==> src/rtl/rx_fsm.sv <==
// rx_fsm: 8N1 UART receiver with mid-bit sampling; define RX_PARITY_EN for an even-parity bit before stop
`timescale 1us / 1ns
module rx_fsm #(
  parameter int CLKS_PER_BIT = 10
) (
  input  logic       clk,
  input  logic       RSTn,
  input  logic       RX,
  output logic [7:0] data_out,
  output logic       valid,
  output logic       frame_err,
  output logic       parity_err,
  output logic       busy
);
  localparam int CW = $clog2(CLKS_PER_BIT);
  localparam logic [CW-1:0] LAST = CW'(CLKS_PER_BIT - 1);
  localparam logic [CW-1:0] HALF = CW'(CLKS_PER_BIT / 2 - 1);
  typedef enum logic [2:0] {
    IDLE, START, DATA, STOP, BREAK
`ifdef RX_PARITY_EN
    , PARITY
`endif
  } state_t;
  state_t state;
  logic rx_m, rx_s;
  logic [CW-1:0] cnt;
  logic [2:0] idx;
  logic [7:0] shift;
`ifdef RX_PARITY_EN
  logic par;
`endif
  logic tick;
  assign tick = cnt == LAST;
  always_ff @(posedge clk or negedge RSTn)
    if (!RSTn) begin
      rx_m       <= 1'b1;
      rx_s       <= 1'b1;
      state      <= IDLE;
      cnt        <= '0;
      idx        <= '0;
      shift      <= '0;
      data_out   <= '0;
      valid      <= 1'b0;
      frame_err  <= 1'b0;
      parity_err <= 1'b0;
      busy       <= 1'b0;
`ifdef RX_PARITY_EN
      par        <= 1'b0;
`endif
    end else begin
      rx_m       <= RX;
      rx_s       <= rx_m;
      valid      <= 1'b0;
      frame_err  <= 1'b0;
      parity_err <= 1'b0;
      cnt        <= cnt + 1'b1;
      case (state)
        IDLE: begin
          cnt <= '0;
          if (!rx_s) begin
            state <= START;
            busy  <= 1'b1;
          end
        end
        START:
          if (cnt == HALF) begin
            cnt   <= '0;
            idx   <= '0;
            state <= rx_s ? IDLE : DATA;
            busy  <= !rx_s;
          end
        DATA:
          if (tick) begin
            cnt        <= '0;
            shift[idx] <= rx_s;
            idx        <= idx + 1'b1;
`ifdef RX_PARITY_EN
            if (idx == 3'd7) state <= PARITY;
`else
            if (idx == 3'd7) state <= STOP;
`endif
          end
`ifdef RX_PARITY_EN
        PARITY:
          if (tick) begin
            cnt   <= '0;
            par   <= rx_s;
            state <= STOP;
          end
`endif
        STOP:
          if (tick) begin
            cnt <= '0;
            if (rx_s) begin
              data_out <= shift;
              valid    <= 1'b1;
`ifdef RX_PARITY_EN
              parity_err <= (^shift) ^ par;
`endif
              state    <= IDLE;
              busy     <= 1'b0;
            end else begin
              frame_err <= 1'b1;
              state     <= BREAK;
            end
          end
        BREAK: begin
          cnt <= '0;
          if (rx_s) begin
            state <= IDLE;
            busy  <= 1'b0;
          end
        end
        default: state <= IDLE;
      endcase
    end
endmodule
==> config.mk <==
export PLATFORM = sky130hd
export DESIGN_NAME = rx_fsm
export DESIGN_NICKNAME = d
export VERILOG_FILES = /design/src/rtl/rx_fsm.sv
export SDC_FILE = /design/constraint.sdc
export NUM_CORES = 1
export LEC_CHECK = 0
export CORE_AREA = 2 2 65 67
export CTS_CLUSTER_DIAMETER = 150
export DETAILED_ROUTE_END_ITERATION = 8
export DIE_AREA = 0 0 67 69
export PLACE_DENSITY = 0.68
export RECOVER_POWER = 25
export SKIP_LAST_GASP = 1
export SYNTH_ARGS = -nofsm -noshare
export SYNTH_HDL_FRONTEND = slang
export SYNTH_SLANG_ARGS = --single-unit
export TNS_END_PERCENT = 100
==> constraint.sdc <==
create_clock -name clk -period 2.48 [get_ports clk]
set_clock_uncertainty 0.1 [all_clocks]
set_input_delay 0.496 -clock clk [delete_from_list [all_inputs] [get_ports clk]]
set_output_delay 0.496 -clock clk [all_outputs]
set_load 0.1 [all_outputs]
# --- Word level (Yosys, flattened, before mapping) ---
# Cells that the tools add are included.
word_totals:
  regBits: 31
  latchBits: 0
  mem_bits_rw: 0
  mem_bits_ro: 0
  output_inout_bits: 12
  wordCells: 68
  memories: 0
op_classes:
  add_sub_neg: 2
  multipliers: 0
  n_div: 0
  n_lt_le_gt_ge: 2
  eq_ne: 13
  shift: 0
  muxes: 29
  bitwise_logic: 0
  reduce_logical: 12
op_table:
  columns: ["cell", "count"]
  rows:
  - ["3-bit two-way mux", 9]
  - ["3-bit one-hot mux with 5 select lines", 1]
  - ["2-bit != test, second input constant", 6]
  - ["4-bit one-hot mux with 3 select lines", 1]
  - ["1-bit two-way mux", 11]
  - ["8-bit bitwise mux", 1]
  - ["4-bit two-way mux", 2]
  - ["3-bit by 2-bit equality test with 1-bit output, second input constant", 2]
  - ["3-bit equality test, second input constant", 2]
  - ["3-bit one-hot mux with 2 select lines", 1]
  - ["3-bit AND reduction", 2]
  - ["6-bit AND reduction", 1]
  - ["4-bit by 1-bit adder with 4-bit output, second input constant", 1]
  - ["4-bit by 3-bit equality test with 1-bit output, second input constant", 1]
  - ["4-bit equality test, second input constant", 1]
  - ["3-bit by 4-bit < comparator with 1-bit output, second input constant", 1]
  - ["1-bit one-hot mux with 4 select lines", 1]
  - ["4-bit AND reduction", 1]
  - ["4-bit nonzero test", 1]
  - ["2-bit OR reduction", 2]
  - ["3-bit by 1-bit adder with 3-bit output, second input constant", 1]
  - ["1-bit demux with 3-bit select", 1]
  - ["3-bit by 1-bit equality test with 1-bit output, second input constant", 1]
  - ["3-bit by 1-bit >= comparator with 1-bit output, second input constant", 1]
  - ["other kinds (6)", 6]

# --- Logic depth before layout (Yosys ltp) ---
# Gate-level depths: netlist (run 1).
logic_depth:
  word_depth: 5
  depth_mapped: 6
  mapped_depth_nobuf: 5

# --- Least setup slack after synthesis (run 1) ---
# OpenSTA, ideal clock, no wires.
synth_timing:
  path_type: "register -> register"
  startpoint: "reg cnt[1]"
  endpoint: "reg data_out[0]"
  setup_ps: 125
  t_arrival_ps: 1585
  required_ps: 2255
  path_slack_ps: 670
  path_stages_with_launch: 7
  n_path_buf: 1
  synth_period_minus_slack_ps: 1810
  path_cell_list: "dfrtp_1 -> inv_1 -> ha_1 -> nand4bb_4 -> or3_1 -> buf_6 -> mux2_4"
synth_via:
  elab_chain_cells: 2
synth_lines:
  columns: ["element", "line", "rtl"]
  rows:
  - ["from (decl)", "26", "logic [CW-1:0] cnt;"]
  - ["from (signal assigned)", "56", "cnt <= cnt + 1'b1;"]
  - ["4-bit equality test", "33", "assign tick = cnt == LAST;"]
  - ["3-bit AND reduction (no line)", null, null]
  - ["to (signal assigned)", "95", "data_out <= shift;"]
  - ["to (decl)", "9", "output logic [7:0] data_out,"]
# No other way between the ends.
# A chain may end at the register's enable or synchronous reset.

# --- Worst setup path after layout (run 1) ---
layout_timing:
  startpoint: "reg cnt[1]"
  endpoint: "reg data_out[5]"
# Same word-level chain as after synthesis.

==> results of run 1 <==
## synthesized netlist by cell type, drive strengths merged (3+ instances only)
library cell and n:
mux2 17, nor2b 3, ha 5, nand3 3, nand2 3, inv 6
dfrtp 29, nand4 6, nor2 9, buf 4
## cell type report
class | instances | share of cell area
Clock buffer | 6 | 0.04814
Clock inverter | 1 | 0.002918
Inverter | 6 | 0.01313
Multi-Input combinational cell | 76 | 0.3829
Sequential cell | 31 | 0.4537
Tap cell | 50 | 0.03647
Timing Repair Buffer | 14 | 0.06273
## per-stage QoR
step                cell area (um^2)  setup WS (ns)  hold slack (ns)   power, W
finish                          1715         0.4302           0.2593   0.001409
global route                    1715         0.3190           0.2684   0.001508
CTS                             1718         0.4169           0.2631   0.001428
detailed placement              1630         0.4253           0.2489   0.001034
global placement                1630         0.4925           0.2488   0.001017
floorplan                       1494         0.6699           0.1004  0.0009560
## cell families (layout without fill, tap and decap cells)
group,count (synthesis),count (layout)
xor gates and xnor gates,2,2
and+or+nand+nor,38,38
buffers and inverters,12,27
AOI/OAI and AO/OA,13,13
DFF,31,31
other,1,1
adders and majority gates,5,5
muxes,17,17
## worst register-to-register path, cell delays in order (launching register included)
cell and delay [ns]:
sky130_fd_sc_hd__dfrtp_1 0.39, sky130_fd_sc_hd__inv_1 0.08, sky130_fd_sc_hd__ha_1 0.22, sky130_fd_sc_hd__nand4bb_4 0.16
sky130_fd_sc_hd__or3_1 0.61, sky130_fd_sc_hd__mux2_4 0.38
## layer usage
layer  share of wire  track usage
met1            0.45       0.1476
met2            0.48       0.1914
met3           0.042      0.03915
met4           0.026      0.06803
met5               0            0
## power by group through the flow
| stage | clock network (W) | registers [W] | logic [W] |
|---|---|---|---|
| floorplan | 0 | 0.000666 | 0.000290 |
| global placement | 0 | 0.000667 | 0.000350 |
| detailed placement | 0 | 0.000671 | 0.000363 |
| CTS | 0.000401 | 0.000663 | 0.000364 |
| global route | 0.000428 | 0.000677 | 0.000403 |
| finish | 0.000386 | 0.000664 | 0.000359 |
## how the worst max path moves through the flow
| stage | startpoint | to | slack [ns] | cells after the start |
|---|---|---|---|---|
| floorplan | cnt[1]$_DFF_PN0_ | data_out[0]$_DFFE_PN0P_ | 0.67 | 6 |
| global placement | cnt[1]$_DFF_PN0_ | data_out[6]$_DFFE_PN0P_ | 0.49 | 5 |
| detailed placement | cnt[1]$_DFF_PN0_ | data_out[5]$_DFFE_PN0P_ | 0.43 | 5 |
| CTS | cnt[1]$_DFF_PN0_ | data_out[2]$_DFFE_PN0P_ | 0.42 | 5 |
| global route | cnt[1]$_DFF_PN0_ | data_out[2]$_DFFE_PN0P_ | 0.32 | 5 |
| finish | cnt[1]$_DFF_PN0_ | data_out[5]$_DFFE_PN0P_ | 0.43 | 5 |
## flip-flops by register name, summed over array words and instances, names as in the netlist, 3 cells and up
name	flops
state	3
data_out	8
cnt	4
shift	8
idx	3
==> metrics.txt, run 1 <==
total power divided by cell area=approximately 820 nW/um^2; setup total negative slack=0 ns; leading cell type in the layout, fill and taps excluded=sky130_fd_sc_hd__dfrtp_1; fraction of final layout cells with drive strength greater than 1=0.3284; synthesized area=1494 um^2; number of synthesized flops with an enable pin=0; setup repair bufs after CTS=0; initial antenna violation count=0; vias per cell=5.065; maximum buffer depth of the clock tree=2; net count of the finished layout=between 100 and 150; largest net degree at the start of global routing=32; clock share of power=0.274; Max Fanout on Critical Path=9; number of design rule violations left after detail routing=0; filler instances=377; unrepaired setup endpoints after global routing=false; number of levels in the clock H-tree=2; Setup Viol. Count Final=0; net switching power of the design=0.0004712 W; Floorplan Core Area=3914 um^2; total leakage power=0.8368 nW; Sw Share=0.3343; WL final=between 2 and 2.5 mm; Die ar.=between 4000 and 5000 um^2; iteration-0 DRC count of the detailed router=38; TritonCTS clock tree=yes; number of buffers added to fix hold violations after cts=0; IO buf count=13; async set-reset flop share out of synthesis=1.000; Reg2Reg Depth=5; Setup crit start kind=flip-flop; Worst Max-Slew Pin Slew=between 0.7 and 0.8 ns; top achievable clock speed=487.9 MHz; placement row count=23; sum of buffers and inverters on the critical path=1; number of global-route vias before repair=928; area taken by flip-flops and latches=778.2 um^2; number of optimization iterations in the first detailed-route pass=2; Yosys reg bits=31; R2R Path Start=cnt[1]$_DFF_PN0_; Final Max Tran Viols=0; endpoint of the most critical register-to-register path=data_out[5]$_DFFE_PN0P_; largest area contributor in the synthesized netlist=sky130_fd_sc_hd__dfrtp_1; worst skew pair latency=0.28 ns; top post-synthesis cells by area=sky130_fd_sc_hd__dfrtp_1, sky130_fd_sc_hd__mux2_4, sky130_fd_sc_hd__mux2_2; number of standard cells in the layout, taps in and fillers out=184; total global routing overflow=0; die outline height=69 um; boundary pin count=15; count of vias placed by the detailed router=932; synthesis-to-finish area growth=14.82%; synth warn=0; hold violation total from the final report=0; status=complete, no violations; dominant combinational cell family by area after synthesis=simple AND/OR/NAND/NOR gates; multiplexer share of the synthesized area=0.1482; post-synthesis cell type count=38; net count after synthesis=127; Worst IR Drop VDD=369.0 uV; maximum capacitance violations=0; cell type of the slowest stage on the worst timing path=sky130_fd_sc_hd__or3_1; number of cells traversed by the worst hold path=0; worst endpoint required time=2.54 ns; ordered cell list for the critical path=inv_1 > ha_1 > nand4bb_4 > or3_1 > mux2_4; average wire per cell in the routed design=13.21 um; die span in x=67 um; Initial Utilization=0.3817; shortest clock period the worst path allows after layout=2.050 ns; Worst Hold Path EP=rx_s$_DFF_PN1_; clock-pin slew of the registers on the worst-case setup and hold paths=0.06 ns; Comb power frac=0.255; CTS Buf Count=5; Synth Area in XOR/XNOR=0.01173; diodes inserted=0; power share of the sequential group=0.471; family with the most delay on the worst path=simple AND/OR/NAND/NOR gates; area of the multi-input gates=between 600 and 700 um^2; class of the tightest hold or removal check=reg -> reg; share of synthesized cell area in and, or, nand and nor gates=0.1692; DPL Wire Length=around 1.8 mm; count of antenna-violating nets left after detailed routing=0; critical path type=reg -> reg; weighted congestion reported at the end of routability-driven placement=0.7350; total placed cells including tap cells=between 150 and 200; remaining max-slew budget at the tightest pin=0.5161; Period Utilization, post-route=0.8265; Worst EP arrival=2.11 ns; proportion of synthesized chip area in sequential cells=0.5209; final core occ=0.4383; area share of the leading cell type in the synthesized netlist=0.4858; critical path endpoint category=flip-flop; post-cts repair resize count=0; synthesized area per cell=12.55 um^2; arithmetic-cell share of the synthesized area counting full adders, half adders and majority gates=0.04188; cell internal pwr=around 0.00094 W; Hold Startpoint=rx_m$_DFF_PN1_; most frequent cells in the layout=sky130_fd_sc_hd__dfrtp_1, sky130_fd_sc_hd__buf_4, sky130_fd_sc_hd__nor2_1, sky130_fd_sc_hd__mux2_2, sky130_fd_sc_hd__mux2_4; clock tree root driver cell=sky130_fd_sc_hd__clkbuf_8; GRT Total Usage=0.1231; synthesized-area fraction occupied by ao, oa, aoi and oai cells=0.06616; maximum single-stage delay on the critical path=between 0.6 and 0.7 ns; clk sink count=31; R2R Setup Slk=roughly 0.43 ns; instance count of the mapped netlist=119; global-route wire length before repair=4.278 mm; most used flip-flop cell after synthesis=sky130_fd_sc_hd__dfrtp_1
(Power assumes the default switching activity.)
==> run 2, diff against run 1 <==
Clock period 2.48 ns to 1.97 ns, I/O delays scaled along.
==> run 2 against run 1 <==
  * Die area did not move
  * Sequential share of layout area down 5.0 points
  * Flip-flop and latch count did not move
  * Largest cell class unchanged
  * Largest power group unchanged
==> metrics.txt, run 2 (same netlist as run 1, synthesis figures left out) <==
average wire per cell in the routed design=14.39 um (+8.9%); TritonCTS clock tree=yes; clock tree root driver cell=sky130_fd_sc_hd__clkbuf_8; worst slack, placed=0.01143 ns (-0.4139 ns); count of vias placed by the detailed router=966 (+3.6%); Reg2Reg Depth=5 (unchanged); power share of the sequential group=0.416 (-0.055); number of standard cells in the layout, taps in and fillers out=189 (+2.7%); DPL Wire Length=2.035 mm (+15%); cell internal pwr=0.001363 W (+45%); WL final=2.719 mm (+12%); Die ar.=4623 um^2 (unchanged); count of antenna-violating nets left after detailed routing=0 (unchanged); Comb power frac=0.266 (+0.011); sum of buffers and inverters on the critical path=1 (unchanged); maximum buffer depth of the clock tree=2 (unchanged); clock-pin slew of the registers on the worst-case setup and hold paths=0.06 ns (about the same); post-cts repair resize count=0 (unchanged); placement row count=23 (unchanged); family with the most delay on the worst path=simple AND/OR/NAND/NOR gates; total global routing overflow=0 (unchanged); Max Fanout on Critical Path=9 (unchanged); number of levels in the clock H-tree=2 (unchanged); unrepaired setup endpoints after global routing=false; setup total negative slack=0 ns (unchanged); largest net degree at the start of global routing=32 (unchanged); clock share of power=0.318 (+0.044); top achievable clock speed=535.0 MHz (+9.7%); total leakage power=0.9003 nW (+7.6%); die outline height=69 um (unchanged); critical path type=reg -> reg; cell type of the slowest stage on the worst timing path=sky130_fd_sc_hd__dfrtp_1; Critical Path Stages=5 (unchanged); final design area excluding fillers=1926 um^2 (+12%); global-route wire length before repair=4.726 mm (+10%); Worst IR Drop VDD=768.6 uV (+110%); CTS Buf Count=5 (unchanged); total placed cells including tap cells=181 (+2.3%); GRT Total Usage=0.1390 (+0.01591); Sw Share=0.3166 (-0.01770); critical path endpoint=data_out[0]$_DFFE_PN0P_; net switching power of the design=0.0006312 W (+34%); diodes inserted=0 (unchanged); weighted congestion reported at the end of routability-driven placement=0.9146 (+24%); initial antenna violation count=0 (unchanged); launching instance or port of the critical path=cnt[0]$_DFF_PN0_; number of optimization iterations in the first detailed-route pass=4 (+2); iteration-0 DRC count of the detailed router=41 (+7.9%); Initial Utilization=0.3817 (unchanged); critical path endpoint category=flip-flop; maximum single-stage delay on the critical path=0.46 ns (-0.15 ns); Worst EP arrival=1.94 ns (-0.17 ns); boundary pin count=15 (unchanged); crit path setup slack, layout=0.1009 ns (-0.3293 ns); ordered cell list for the critical path=ha_4 > nand4bb_4 > or3_1 > buf_4 > mux2_4; Regs by FF count=data_out x8, shift x8, cnt x4; number of buffers added to fix hold violations after cts=0 (unchanged); status=complete, no violations; die span in x=67 um (unchanged); leading cell type in the layout, fill and taps excluded=sky130_fd_sc_hd__dfrtp_1; R2R Setup Slk=0.10 ns (-0.33 ns); Floorplan Core Area=3914 um^2 (unchanged); clk sink count=31 (unchanged); most frequent cells in the layout=sky130_fd_sc_hd__dfrtp_1, sky130_fd_sc_hd__buf_12, sky130_fd_sc_hd__nor2_1, sky130_fd_sc_hd__mux2_2, sky130_fd_sc_hd__mux2_4; Final Power=0.001994 W (+41%); Setup Viol. Count Final=0 (unchanged); setup repair bufs after CTS=0 (unchanged); fraction of final layout cells with drive strength greater than 1=0.3669 (+0.03855); net count of the finished layout=146 (+2.8%); placed instance area=1798 um^2 (+10%); number of global-route vias before repair=999 (+7.7%); remaining max-slew budget at the tightest pin=0.5111 (-0.005027); worst skew pair latency=0.28 ns (about the same); number of design rule violations left after detail routing=0 (unchanged); maximum capacitance violations=0 (unchanged); Setup crit start kind=flip-flop; Worst Max-Slew Pin Slew=0.7334 ns (+0.007539 ns); shortest clock period the worst path allows after layout=1.869 ns (-0.1807 ns); synthesis-to-finish area growth=28.89%; Final Max Tran Viols=0 (unchanged); endpoint of the most critical register-to-register path=data_out[0]$_DFFE_PN0P_; class of the tightest hold or removal check=reg -> reg; total power divided by cell area=1035 nW/um^2 (+26%); vias per cell=5.111 (+0.91%); R2R Path Start=cnt[0]$_DFF_PN0_; worst endpoint required time=2.04 ns (-0.50 ns); hold violation total from the final report=0 (unchanged); Period Utilization, post-route=0.9488 (+0.1223); IO buf count=13 (unchanged)
[run 2: cell types whose count changed in the layout (fill, tap and decap cells not counted)]
cell                        delta
sky130_fd_sc_hd__buf_12       +11
sky130_fd_sc_hd__buf_4         -7
sky130_fd_sc_hd__bufinv_16     +1
sky130_fd_sc_hd__ha_1          -1
sky130_fd_sc_hd__ha_4          +1
sky130_fd_sc_hd__inv_1         -1
sky130_fd_sc_hd__inv_2         +1
[run 2: how the worst min path moves through the flow]
stage	end	start	slack, ns	cells past startpoint
floorplan	busy$_DFFE_PN0P_	RSTn	-0.002	0
global placement	rx_s$_DFF_PN1_	rx_m$_DFF_PN1_	0.25	0
detailed placement	rx_s$_DFF_PN1_	rx_m$_DFF_PN1_	0.25	0
CTS	rx_s$_DFF_PN1_	rx_m$_DFF_PN1_	0.26	0
global route	rx_s$_DFF_PN1_	rx_m$_DFF_PN1_	0.26	0
finish	rx_s$_DFF_PN1_	rx_m$_DFF_PN1_	0.26	0
[run 2: worst register-to-register path: cells and delay by family (launching register included)]
family,cells,cell delay (ns)
DFF,1,0.46
buffers and inverters,1,0.20
muxes,1,0.30
and+or+nand+nor,2,0.51
adders and majority gates,1,0.19
[run 2: layer usage]
layer | vias up | GRT usage | routed length, um
met4 | 0 | 0.05442 | 43
met5 | - | 0 | 0
met3 | 5 | 0.07178 | 151
met2 | 18 | 0.2277 | 1422
met1 | 480 | 0.1484 | 1102
li1 | 463 | - | -
[run 2: area by class of cell]
class                           instances  area, um^2
Tap cell                               50       62.56
Inverter                                6       22.52
Clock buffer                            6       82.58
Timing Repair Buffer                   18       275.3
Multi-Input combinational cell         76       669.4
Clock inverter                          2       35.03
Fill cell                             366        1988
Sequential cell                        31       778.2
[run 2: power groups by stage]
stage	registers (W)	logic (W)	clock network [W]
4_1_cts	0.000820	0.000526	0.000661
5_1_grt	0.000846	0.000593	0.000692
6_report	0.000829	0.000531	0.000634
3_5_place_dp	0.000828	0.000526	0
3_3_place_gp	0.000823	0.000497	0
2_1_floorplan	0.000839	0.000365	0
[run 2: metrics by stage]
step | utilization | hold WS [ns]
detailed placement | 0.4594 | 0.2498
global placement | 0.4594 | 0.2480
global route | 0.4920 | 0.2592
floorplan | - | -0.001591
finish | 0.4920 | 0.2558
CTS | 0.4895 | 0.2589
==> run 3, diff against run 2 <==
Settings changed: ABC_AREA from default to 0, CORE_AREA 2 2 65 67 to 3 3 66 68, DIE_AREA 0 0 67 69 to 0 0 69 71, SLEW_MARGIN from default to 10.
==> run 3 against run 2 <==
  * First-iteration DRC count is 59% higher
  * Final cell count is 1.1% lower
  * Non-clock buffer count is 1 lower
  * Power is 8.0% lower
  * Sequential share of layout area is 0.80 points higher
  * Global-route usage is 1.3 points lower
  * Cell area is 1.9% lower
  * Critical endpoint is now data_out[3]$_DFFE_PN0P_
  * Largest cell class unchanged
==> metrics.txt, run 3 (same netlist as run 1, synthesis figures left out) <==
number of global-route vias before repair=978 (-2.1%); Floorplan Core Area=3914 um^2 (unchanged); setup total negative slack=0 ns (unchanged); remaining max-slew budget at the tightest pin=0.4956 (-0.01552); placement row count=23 (unchanged); shortest clock period the worst path allows after layout=1.887 ns (+0.01822 ns); class of the tightest hold or removal check=reg -> reg; weighted congestion reported at the end of routability-driven placement=0.7994 (-13%); clock tree root driver cell=sky130_fd_sc_hd__clkbuf_8; synthesis-to-finish area growth=26.38%; TritonCTS clock tree=yes; leading cell type in the layout, fill and taps excluded=sky130_fd_sc_hd__dfrtp_1; Hold Startpoint=rx_m$_DFF_PN1_; total global routing overflow=0 (unchanged); Max Fanout on Critical Path=9 (unchanged); hold violation total from the final report=0 (unchanged); most frequent cells in the layout=sky130_fd_sc_hd__dfrtp_1, sky130_fd_sc_hd__buf_12, sky130_fd_sc_hd__nor2_1, sky130_fd_sc_hd__mux2_2, sky130_fd_sc_hd__mux2_4; Final Max Tran Viols=0 (unchanged); number of buffers added to fix hold violations after cts=0 (unchanged); fraction of final layout cells with drive strength greater than 1=0.3577 (-0.009242); Initial Utilization=0.3817 (unchanged); iteration-0 DRC count of the detailed router=65 (+59%); critical path endpoint category=flip-flop; IO buf count=13 (unchanged); clk sink count=31 (unchanged); number of design rule violations left after detail routing=0 (unchanged); Die ar.=4899 um^2 (+6.0%); count of vias placed by the detailed router=960 (-0.62%); initial antenna violation count=0 (unchanged); total leakage power=0.8814 nW (-2.1%); R2R Path Start=cnt[0]$_DFF_PN0_; critical path type=reg -> reg; Worst Max-Slew Pin Slew=0.7566 ns (+0.02328 ns); number of levels in the clock H-tree=2 (unchanged); diodes inserted=0 (unchanged); WL final=2.636 mm (-3.1%); Setup Viol. Count Final=0 (unchanged); filler instances=373 (+1.9%); global-route wire length before repair=4.767 mm (+0.87%); setup repair bufs after CTS=0 (unchanged); largest net degree at the start of global routing=32 (unchanged); die span in x=69 um (+3.0%); Worst IR Drop VDD=637.8 uV (-17%); unrepaired setup endpoints after global routing=false; die outline height=71 um (+2.9%); maximum capacitance violations=0 (unchanged); worst skew pair latency=0.28 ns (about the same); launching instance or port of the critical path=cnt[0]$_DFF_PN0_; average wire per cell in the routed design=14.10 um (-2.0%); CTS Buf Count=5 (unchanged); top achievable clock speed=529.8 MHz (-0.97%); DPL Wire Length=1.903 mm (-6.5%); final core occ=0.4824 (-0.009591); total power divided by cell area=971.5 nW/um^2 (-6.2%); clock-pin slew of the registers on the worst-case setup and hold paths=0.06 ns (about the same); Period Utilization, post-route=0.9580 (+0.009251); maximum buffer depth of the clock tree=2 (unchanged); status=complete, no violations; Regs by FF count=data_out x8, shift x8, cnt x4; net count of the finished layout=145 (-0.68%); number of optimization iterations in the first detailed-route pass=4 (unchanged); worst endpoint required time=2.03 ns (about the same); Worst EP arrival=1.95 ns (about the same); GRT Total Usage=0.1261 (-0.01289); Setup crit start kind=flip-flop; vias per cell=5.134 (+0.44%); post-cts repair resize count=0 (unchanged); boundary pin count=15 (unchanged); count of antenna-violating nets left after detailed routing=0 (unchanged)
run 3: changes by cell type in the layout (fill, tap and decap cells not counted), sizes merged:
cell	change
bufinv	-1
buf	-1
run 3: power by group:
| part | internal, W | leakage [nW] | switching, W |
|---|---|---|---|
| combinational | 0.000234 | 0.418 | 0.000265 |
| clock | 0.000273 | 0.0470 | 0.000217 |
| sequential | 0.000709 | 0.417 | 0.000137 |
run 3: critical path, cell delays in order, from the launching register on:
cell,delay [ns]
sky130_fd_sc_hd__dfrtp_1,0.47
sky130_fd_sc_hd__ha_4,0.19
sky130_fd_sc_hd__nand4bb_4,0.14
sky130_fd_sc_hd__or3_1,0.37
sky130_fd_sc_hd__buf_4,0.20
sky130_fd_sc_hd__mux2_4,0.30
run 3: worst paths after layout:
| path | slack [ns] | end | depth (start not counted) |
|---|---|---|---|
| min in group asynchronous | 0.62 | data_out[0]$_DFFE_PN0P_ | 2 |
| max in group asynchronous | 0.67 | busy$_DFFE_PN0P_ | 2 |
| worst max register to register | 0.08 | data_out[3]$_DFFE_PN0P_ | 5 |
| worst min register to register | 0.26 | rx_s$_DFF_PN1_ | 0 |
| worst max-delay path | 0.08 | data_out[3]$_DFFE_PN0P_ | 5 |
| worst min-delay path | 0.26 | rx_s$_DFF_PN1_ | 0 |
run 3: cell type report:
class | instances | area [um^2] | share of cell area
flip-flops and latches | 31 | 778.2 | 0.4122
repair buffers | 17 | 267.8 | 0.1418
well taps | 50 | 62.56 | 0.03313
multi-input cells | 76 | 669.4 | 0.3545
inverters | 6 | 22.52 | 0.01193
clock buffers | 6 | 82.58 | 0.04374
clock inverters | 1 | 5.005 | 0.002651
run 3: per-layer routing:
| metal | up-vias | global-route usage | share of wire |
|---|---|---|---|
| li1 | 461 | - | - |
| met1 | 470 | 0.1447 | 0.44 |
| met2 | 25 | 0.1960 | 0.50 |
| met3 | 4 | 0.06818 | 0.055 |
| met4 | 0 | 0.05423 | 0.0038 |
| met5 | - | 0 | 0 |
run 3: per-stage QoR:
stage	total power [W]	hold WS (ns)	cell area (um^2)	worst slack [ns]	instances
after global placement	0.001305	0.2470	1790	0.09018	180
after floorplan	0.001203	-0.001591	1494	0.1599	119
after CTS	0.001845	0.2581	1878	0.02223	187
after global routing	0.001970	0.2585	1888	0.00006928	187
final	0.001834	0.2561	1888	0.08267	187
after detailed placement	0.001334	0.2494	1790	0.03408	180
